File: src/rtl/stopwatch_control_if.sv
// stopwatch_control_if: panel buttons, chain wrap and sequencer controls between
// the front panel, the stopwatch sequencer and the digit chain / display mux.
interface stopwatch_control_if;
   logic start_stop_btn, lap_btn, clear_btn, chain_rollover;
   logic tick_inc, count_clear, display_hold, running, overflow;
   modport master(
      output start_stop_btn, lap_btn, clear_btn, chain_rollover,
      input  tick_inc, count_clear, display_hold, running, overflow
   );
   modport slave(
      input  start_stop_btn, lap_btn, clear_btn, chain_rollover,
      output tick_inc, count_clear, display_hold, running, overflow
   );
endinterface

File: src/rtl/stopwatch_control.sv
// stopwatch_control: run/pause/lap/clear sequencer with tick prescaler, lap hold and
// sticky overflow for a cascaded digit counter chain.
module stopwatch_control #(
   parameter int TICK_DIV     = 100000,
   parameter bit STOP_ON_WRAP = 1'b1
) (
   input logic clk,
   input logic reset,
   stopwatch_control_if.slave bus
);
   localparam int div_w = $clog2(TICK_DIV);
   localparam logic [div_w-1:0] div_max = div_w'(TICK_DIV - 1);
   typedef enum logic [2:0] {IDLE, RUNNING, LAP, PAUSED, DONE} state_t;
   state_t state, state_nx;
   logic [2:0] btn_q;
   logic [div_w-1:0] div_cnt;
   logic start_e, lap_e, clear_e, counting, overflow_q, count_clear_q;
   assign start_e = bus.start_stop_btn & ~btn_q[0];
   assign lap_e = bus.lap_btn & ~btn_q[1];
   assign clear_e = bus.clear_btn & ~btn_q[2];
   assign counting = (state == RUNNING) || (state == LAP);
   // clear beats wrap beats start beats lap
   always_comb begin
      state_nx = state;
      if (clear_e)
         state_nx = IDLE;
      else if (bus.chain_rollover && STOP_ON_WRAP)
         state_nx = DONE;
      else if (start_e)
         state_nx = (state == IDLE || state == PAUSED) ? RUNNING : counting ? PAUSED : state;
      else if (lap_e)
         state_nx = (state == RUNNING) ? LAP : (state == LAP) ? RUNNING : state;
   end
   always_ff @(posedge clk or posedge reset)
      if (reset)
         state <= IDLE;
      else
         state <= state_nx;
   always_ff @(posedge clk or posedge reset)
      if (reset) begin
         btn_q <= '0;
         div_cnt <= '0;
         overflow_q <= 1'b0;
         count_clear_q <= 1'b0;
      end else begin
         btn_q <= {bus.clear_btn, bus.lap_btn, bus.start_stop_btn};
         count_clear_q <= clear_e;
         overflow_q <= clear_e ? 1'b0 : (overflow_q | bus.chain_rollover);
         div_cnt <= (clear_e || state == IDLE) ? '0 :
                    !counting ? div_cnt :
                    (div_cnt == div_max) ? '0 : div_cnt + 1'b1;
      end
   // count_clear lands in the cycle after the edge, when the state is already IDLE
   assign bus.count_clear = count_clear_q;
   assign bus.tick_inc = counting && (div_cnt == div_max);
   assign bus.display_hold = (state == LAP);
   assign bus.running = counting;
   assign bus.overflow = overflow_q;
endmodule

File: src/flat_wrapper.sv
// flat-port wrapper written by rule: the top's interface ports become plain ports
module stopwatch_control_flat 
#(
   parameter int TICK_DIV     = 100000,
   parameter bit STOP_ON_WRAP = 1'b1
)
  (clk, reset, bus_start_stop_btn, bus_lap_btn, bus_clear_btn, bus_chain_rollover, bus_tick_inc, bus_count_clear, bus_display_hold, bus_running, bus_overflow);
  stopwatch_control_if bus_i ();
  input logic clk;
  input logic reset;
  input wire logic [$bits(bus_i.start_stop_btn)-1:0] bus_start_stop_btn;
  input wire logic [$bits(bus_i.lap_btn)-1:0] bus_lap_btn;
  input wire logic [$bits(bus_i.clear_btn)-1:0] bus_clear_btn;
  input wire logic [$bits(bus_i.chain_rollover)-1:0] bus_chain_rollover;
  output wire logic [$bits(bus_i.tick_inc)-1:0] bus_tick_inc;
  output wire logic [$bits(bus_i.count_clear)-1:0] bus_count_clear;
  output wire logic [$bits(bus_i.display_hold)-1:0] bus_display_hold;
  output wire logic [$bits(bus_i.running)-1:0] bus_running;
  output wire logic [$bits(bus_i.overflow)-1:0] bus_overflow;
  assign bus_i.start_stop_btn = bus_start_stop_btn;
  assign bus_i.lap_btn = bus_lap_btn;
  assign bus_i.clear_btn = bus_clear_btn;
  assign bus_i.chain_rollover = bus_chain_rollover;
  assign bus_tick_inc = bus_i.tick_inc;
  assign bus_count_clear = bus_i.count_clear;
  assign bus_display_hold = bus_i.display_hold;
  assign bus_running = bus_i.running;
  assign bus_overflow = bus_i.overflow;
  stopwatch_control #(.TICK_DIV(TICK_DIV), .STOP_ON_WRAP(STOP_ON_WRAP)) u_core (.clk(clk), .reset(reset), .bus(bus_i));
endmodule
File: config.mk
export PLATFORM = sky130hd
export DESIGN_NAME = stopwatch_control_flat
export DESIGN_NICKNAME = d
export VERILOG_FILES = /design/src/rtl/stopwatch_control_if.sv /design/src/rtl/stopwatch_control.sv /design/src/flat_wrapper.sv
export SDC_FILE = /design/constraint.sdc
export NUM_CORES = 1
export LEC_CHECK = 0
export CORE_ASPECT_RATIO = 1.5
export CORE_MARGIN = 2
export CORE_UTILIZATION = 41
export CTS_BUF_LIST = sky130_fd_sc_hd__clkbuf_16
export DETAILED_ROUTE_END_ITERATION = 8
export SETUP_SLACK_MARGIN = 0.1
export SLEW_MARGIN = 0
export SYNTH_ARGS = -nofsm -noshare
export SYNTH_HDL_FRONTEND = slang
export SYNTH_SLANG_ARGS = --single-unit
File: constraint.sdc
create_clock -name clk -period 4 [get_ports clk]
set_input_delay 1 -clock clk [delete_from_list [all_inputs] [get_ports clk]]
set_output_delay 1 -clock clk [all_outputs]
set_load 0.01 [all_outputs]
==> results of run 1 <==
==> registers in the layout (all words and copies together) (netlist names) <==
register	count
u_core.div_cnt	17
u_core.btn_q	3
u_core.state	3
u_core.bus.count_clear	1
u_core.bus.overflow	1
==> cells by family after synthesis <==
group	synth area share [%]
AO/OA/AOI/OAI	17.8
flip-flops	48.7
XOR/XNOR	4.78
buffers and inverters	3.02
AND/OR/NAND/NOR	23.9
multiplexers	0.780
adder cells (fa/ha/maj)	0.975
==> stage by stage <==
stage                     util, %  power (W)  hold WS, ps  worst slack (ps)  std cells
after detailed placement     47.6   0.000308          498              1190        170
after CTS                    50.4   0.000533          515               905        174
after floorplan                 -   0.000294          514              1800        125
after global placement       47.6   0.000307          486              1230        170
after global routing         50.4   0.000554          533               782        174
final                        50.4   0.000525          510               930        174
==> worst register-to-register path, delay by kind of cell, from the launching register on <==
family / cells / cell delay [ps]
AND/OR/NAND/NOR: 3 / 590
flip-flops: 1 / 390
adder cells (fa/ha/maj): 1 / 200
AO/OA/AOI/OAI: 1 / 510
==> layout make-up <==
type	count	area, um^2
clock buffers	3	75.1
clock inverters	1	7.51
fillers	300	1460
inverters	2	7.51
multi-input cells	94	619
flip-flops and latches	25	626
well taps	39	48.8
repair buffers	10	100
==> routing by layer <==
layer  up-vias  track usage, %
met2         9            29.6
met4         0            6.48
met5         -               0
li1        480               -
met3         2            2.67
met1       465            18.5
==> Yosys cell counts (all sizes together) (2+ instances only) <==
| cell | instances |
|---|---|
| dfrtp | 25 |
| nor2 | 14 |
| a21oi | 12 |
| o21ai | 11 |
| or3 | 7 |
| xor2 | 7 |
| nand2 | 6 |
| and4 | 5 |
| buf | 4 |
| nand4 | 4 |
| o211ai | 4 |
| nand2b | 3 |
| nor3 | 3 |
| and3 | 2 |
| inv | 2 |
| nand3 | 2 |
| o2111ai | 2 |
==> how the worst min path moves through the flow <==
| stage | start | to | slack, ps | cells after the start |
|---|---|---|---|---|
| 2_1_floorplan | u_core.div_cnt[16]$_DFFE_PP0P_ | u_core.div_cnt[16]$_DFFE_PP0P_ | 510 | 2 |
| 3_3_place_gp | u_core.bus.overflow$_DFF_PP0_ | u_core.bus.overflow$_DFF_PP0_ | 490 | 2 |
| 3_5_place_dp | u_core.bus.overflow$_DFF_PP0_ | u_core.bus.overflow$_DFF_PP0_ | 500 | 2 |
| 4_1_cts | u_core.bus.overflow$_DFF_PP0_ | u_core.bus.overflow$_DFF_PP0_ | 510 | 2 |
| 5_1_grt | u_core.bus.overflow$_DFF_PP0_ | u_core.bus.overflow$_DFF_PP0_ | 530 | 2 |
| 6_report | u_core.bus.overflow$_DFF_PP0_ | u_core.bus.overflow$_DFF_PP0_ | 510 | 2 |
==> where the power goes <==
group	leakage, nW	internal (W)	total (W)	switching (W)
Sequential	0.335	0.000258	0.000263	0.00000554
Clock	0.0371	0.000136	0.000223	0.0000875
Combinational	0.232	0.0000154	0.0000391	0.0000237
Total	0.604	0.000409	0.000525	0.000117
==> summary.txt, run 1 <==
Route
  – Drt first pass iters: 3
  – Drt wl/cell: 14.3 um
  – Routed wire length on met2: 1.39 mm
  – Via count: 956
  – DRC errors left: 0
  – M1 WL: 1.03 mm
  – Via density: 5.49
  – Routed wire length on met3: 40 um
  – DRT Wirelength: 2.49 mm
  – Post-route ant nets: 0
  – Initial DRC count: 10
  – Highest Signal Layer: met4

Finish
  – Final net count: 143
  – Layout cells sized above 1: 11.9%
  – Most frequent cells in the layout: dfrtp_1 (25), nor2_1 (14), a21oi_1 (11)
  – Diode count: 0
  – Fin area: 1480 um^2
  – Most common cell after layout, fill and taps aside: dfrtp_1
  – Area added between synthesis and finish: 15.6%

Critical path
  – Crit path DAT: 2070 ps
  – Worst setup EP type: output port
  – CP Class: flop to output port
  – R2R setup slack: 2180 ps
  – CP Launch Point: u_core.div_cnt[0]$_DFFE_PP0P_
  – CP startpoint kind: flop
  – CP Depth: 5
  – Crit-path slowest cell: clkdlybuf4s50_1
  – Crit-path cells: ha_1 -> and4_2 -> nand4_1 -> nor2_1 -> clkdlybuf4s50_1
  – CP max FO: 5
  – Worst Setup EP: bus_tick_inc
  – Required @ worst endpoint: 3000 ps
  – FF-to-FF Start: u_core.div_cnt[0]$_DFFE_PP0P_
  – Reg2reg end: u_core.div_cnt[9]$_DFFE_PP0P_
  – CP top delay family: simple AND/OR/NAND/NOR gates
  – Bufs and invs on worst path: 1
  – Reg2reg path depth: 5
  – Crit-path max cell delay: 570 ps

GRT
  – Initial antenna violation count: 0
  – First-pass GRT wire length: 4.44 mm
  – Total Routing Usage GR: 16.2%
  – GRT overflow: 0
  – Vias in the first global route: 979
  – Pin count of the biggest net entering global routing: 26

Run status
  – Status: finished, final reports clean

Clock network
  – Max Buffers Root-to-Sink: 2
  – Clock transition at the registers of the reported paths: 60 ps
  – H-tree levels: 1
  – Sink Count: 25
  – CTS Buf Count: 3
  – Clk_lat worst skew: 260 ps
  – CTS Hold Bufs: 0
  – CTS root buf: clkbuf_16
  – Total setup buffers inserted after CTS: 0
  – PostCTS Resize Cnt: 0
  – TritonCTS clock tree: built

Timing
  – Final clock skew: 5.97 ps
  – Slew margin rel.: 37.8%
  – Crit share post-route: 76.7%
  – Total negative slack: 0 ps
  – Worst-Margin Slew: 931 ps
  – Final min period: 3070 ps
  – RSZ-0062 raised after global routing: no
  – Final hold violation count: 0
  – Fmax achieved: 0.326 GHz
  – Final setup viols: 0
  – Final Max Slew Viols: 0

Worst hold path
  – Hold Crit Class: flop to flop

Synthesis
  – Area share of the largest cell type after synthesis: 48.7%
  – Gate Count Post-Synth: 125
  – Mean Syn Cell Area: 10.3 um^2
  – Yosys reg bits: 25
  – Area leader, netlist: dfrtp_1
  – Main flop type after synthesis: dfrtp_1
  – Post-synth ARST share: 100%
  – Post-synthesis sequential area ratio: 48.7%
  – Number of synthesized flops with an enable pin: 0
  – Top cells by area, synth: dfrtp_1 (49%), xor2_1 (4.8%), a21oi_1 (4.3%), nor2_1 (4.1%), o21ai_0 (3.9%)
  – Library cells used by synthesis: 38
  – Yosys warning count: 0
  – Syn nets: 132
  – Syn Std Cell Area: 1280 um^2

Floorplan
  – Full die area: 3600 um^2
  – CORE AREA: 2940 um^2
  – Effective utilization at floorplan: 43.6%
  – IO Count: 11
  – Die W: 49.7 um
  – Rows: 24
  – Die height: 72.5 um

Pwr
  – Pwr Density: 354 nW/um^2
  – Lkg Pwr: 0.604 nW
  – VDD IR max: 260 uV

Placed design
  – GPL Wtd Cong: 0.849
  – Dpl hpwl: 1.84 mm
  – Placed cell areas: 1400 um^2
  – Port bufs: 10

Flow run
  – Maxcap violations: 0
Note: power is estimated with default switching activity, not from simulation.
==> inputs of run 2 (changes only) <==
Clock period 4 ns to 2.55 ns, I/O delays scaled along.
==> run 2 against run 1 <==
Flip-flop and latch count is the same. Setup slack lost 760 ps. Core utilization grew 1.4 points. Global-route usage grew 0.43 points. Sequential power grew 57%. Critical path depth shrank 1. Design area grew 2.7%. Hold slack lost 0.70 ps. Sequential share of layout area shrank 1.0 points. Die area is the same. Cell count grew 2.3%. Clock power grew 64%.
==> summary.txt, run 2 (synthesis gave the netlist of run 1 again) <==
Run status
  – Status: finished, final reports clean

Timing
  – Final Max Slew Viols: 0
  – WHS: 510 ps
  – Final hold violation count: 0
  – Total negative slack: 0 ps
  – Final min period: 2380 ps
  – Setup ws final: 169 ps
  – Final setup viols: 0
  – Final clock skew: 4.89 ps
  – Fmax achieved: 0.420 GHz
  – Worst-Margin Slew: 588 ps
  – RSZ-0062 raised after global routing: no
  – Slew margin rel.: 60.8%
  – Crit share post-route: 93.4%

GRT
  – Pin count of the biggest net entering global routing: 26
  – Total Routing Usage GR: 16.6%
  – Vias in the first global route: 1019
  – Initial antenna violation count: 0
  – First-pass GRT wire length: 4.60 mm
  – GRT overflow: 0

Route
  – DRC errors left: 0
  – Drt first pass iters: 4
  – Via count: 996
  – Post-route ant nets: 0
  – Drt wl/cell: 14.5 um
  – DRT Wirelength: 2.58 mm
  – Via density: 5.60
  – Initial DRC count: 24

Worst hold path
  – Hold Crit Class: flop to flop
  – Hold depth: 2

Placed design
  – GPL Wtd Cong: 0.775
  – Dpl hpwl: 1.86 mm
  – Port bufs: 10
  – Pre-CTS setup slack: 223 ps

Critical path
  – Crit path DAT: 1740 ps
  – CP top delay family: buffers and inverters
  – Reg2reg path depth: 6
  – CP Class: flop to output port
  – Crit-path cells: xor2_2 -> nand2b_2 -> inv_1 -> clkdlybuf4s50_1
  – CP Depth: 4
  – Crit-path slowest cell: clkdlybuf4s50_1
  – Worst setup EP type: output port
  – Bufs and invs on worst path: 2
  – Required @ worst endpoint: 1910 ps
  – CP max FO: 7
  – Crit-path max cell delay: 550 ps
  – R2R setup slack: 660 ps
  – CP startpoint kind: flop

Finish
  – Largest register FFs: 17
  – Final net count: 147
  – Layout fillers: 297
  – Layout cells sized above 1: 16.5%
  – Diode count: 0
  – Util after Layout: 51.8%
  – Most frequent cells in the layout: dfrtp_1 (24), nor2_1 (13), a21oi_1 (11)
  – Largest Register: u_core.div_cnt
  – Top Registers: u_core.div_cnt x17, u_core.btn_q x3, u_core.state x3
  – Most common cell after layout, fill and taps aside: dfrtp_1
  – Area added between synthesis and finish: 18.7%

Clock network
  – H-tree levels: 1
  – Max Buffers Root-to-Sink: 2
  – Sink Count: 25
  – Clk_lat worst skew: 270 ps
  – CTS root buf: clkbuf_16
  – CTS Hold Bufs: 0
  – Clock transition at the registers of the reported paths: 70 ps
  – TritonCTS clock tree: built
  – CTS Buf Count: 3

Flow run
  – Maxcap violations: 0

Floorplan
  – Full die area: 3600 um^2
  – Rows: 24
  – Effective utilization at floorplan: 43.6%
  – Die W: 49.7 um
  – Die height: 72.5 um
  – IO Count: 11
  – CORE AREA: 2940 um^2

Pwr
  – Total power: 0.000843 W
  – Lkg Pwr: 0.627 nW
  – Pwr Density: 553 nW/um^2
  – VDD IR max: 412 uV
## run 2: metrics by stage
stage / instances / area [um^2]
floorplan: 125 / 1280
detailed placement: 173 / 1420
global placement: 173 / 1420
global route: 178 / 1520
finish: 178 / 1520
CTS: 177 / 1510
## run 2: final cells by class
| type | instances | area (um^2) | share of cell area [%] |
|---|---|---|---|
| Multi-Input combinational cell | 94 | 629 | 41.3 |
| Sequential cell | 25 | 627 | 41.1 |
| Timing Repair Buffer | 14 | 129 | 8.46 |
| Clock buffer | 3 | 75.1 | 4.93 |
| Tap cell | 39 | 48.8 | 3.20 |
| Clock inverter | 1 | 7.51 | 0.493 |
| Inverter | 2 | 7.51 | 0.493 |
## run 2: worst paths after layout
path                                          startpoint                       endpoint
min in group asynchronous                          reset    u_core.state[2]$_DFFE_PP0P_
max reg2reg                u_core.div_cnt[0]$_DFFE_PP0P_  u_core.div_cnt[9]$_DFFE_PP0P_
min reg2reg                u_core.bus.overflow$_DFF_PP0_  u_core.bus.overflow$_DFF_PP0_
min                        u_core.bus.overflow$_DFF_PP0_  u_core.bus.overflow$_DFF_PP0_
max in group asynchronous                          reset    u_core.state[0]$_DFFE_PP0P_
max                          u_core.state[0]$_DFFE_PP0P_                    bus_running
## run 2: routing by layer
| layer | GRT usage, % | share of wire (%) |
|---|---|---|
| met5 | 0 | 0 |
| met4 | 8.64 | 2.4 |
| met3 | 2.26 | 1.7 |
| met2 | 28.6 | 53 |
| met1 | 20.1 | 43 |
## run 2: power breakdown
| group | switching [W] | internal (W) |
|---|---|---|
| registers | 0.00000873 | 0.000404 |
| clock network | 0.000151 | 0.000214 |
| logic | 0.0000385 | 0.0000265 |
## run 2: worst reg2reg max path, stage by stage, from the launching register on
cell and delay (ps):
dfrtp_1 380, ha_1 180, and4_2 290, nand4_1 130
buf_4 180, o21ai_2 470, nor2_1 120
## run 2: timing repair
action	CTS	global route
setup endpoints to repair	1	2
setup buffers	0	1
resized for setup	1	3
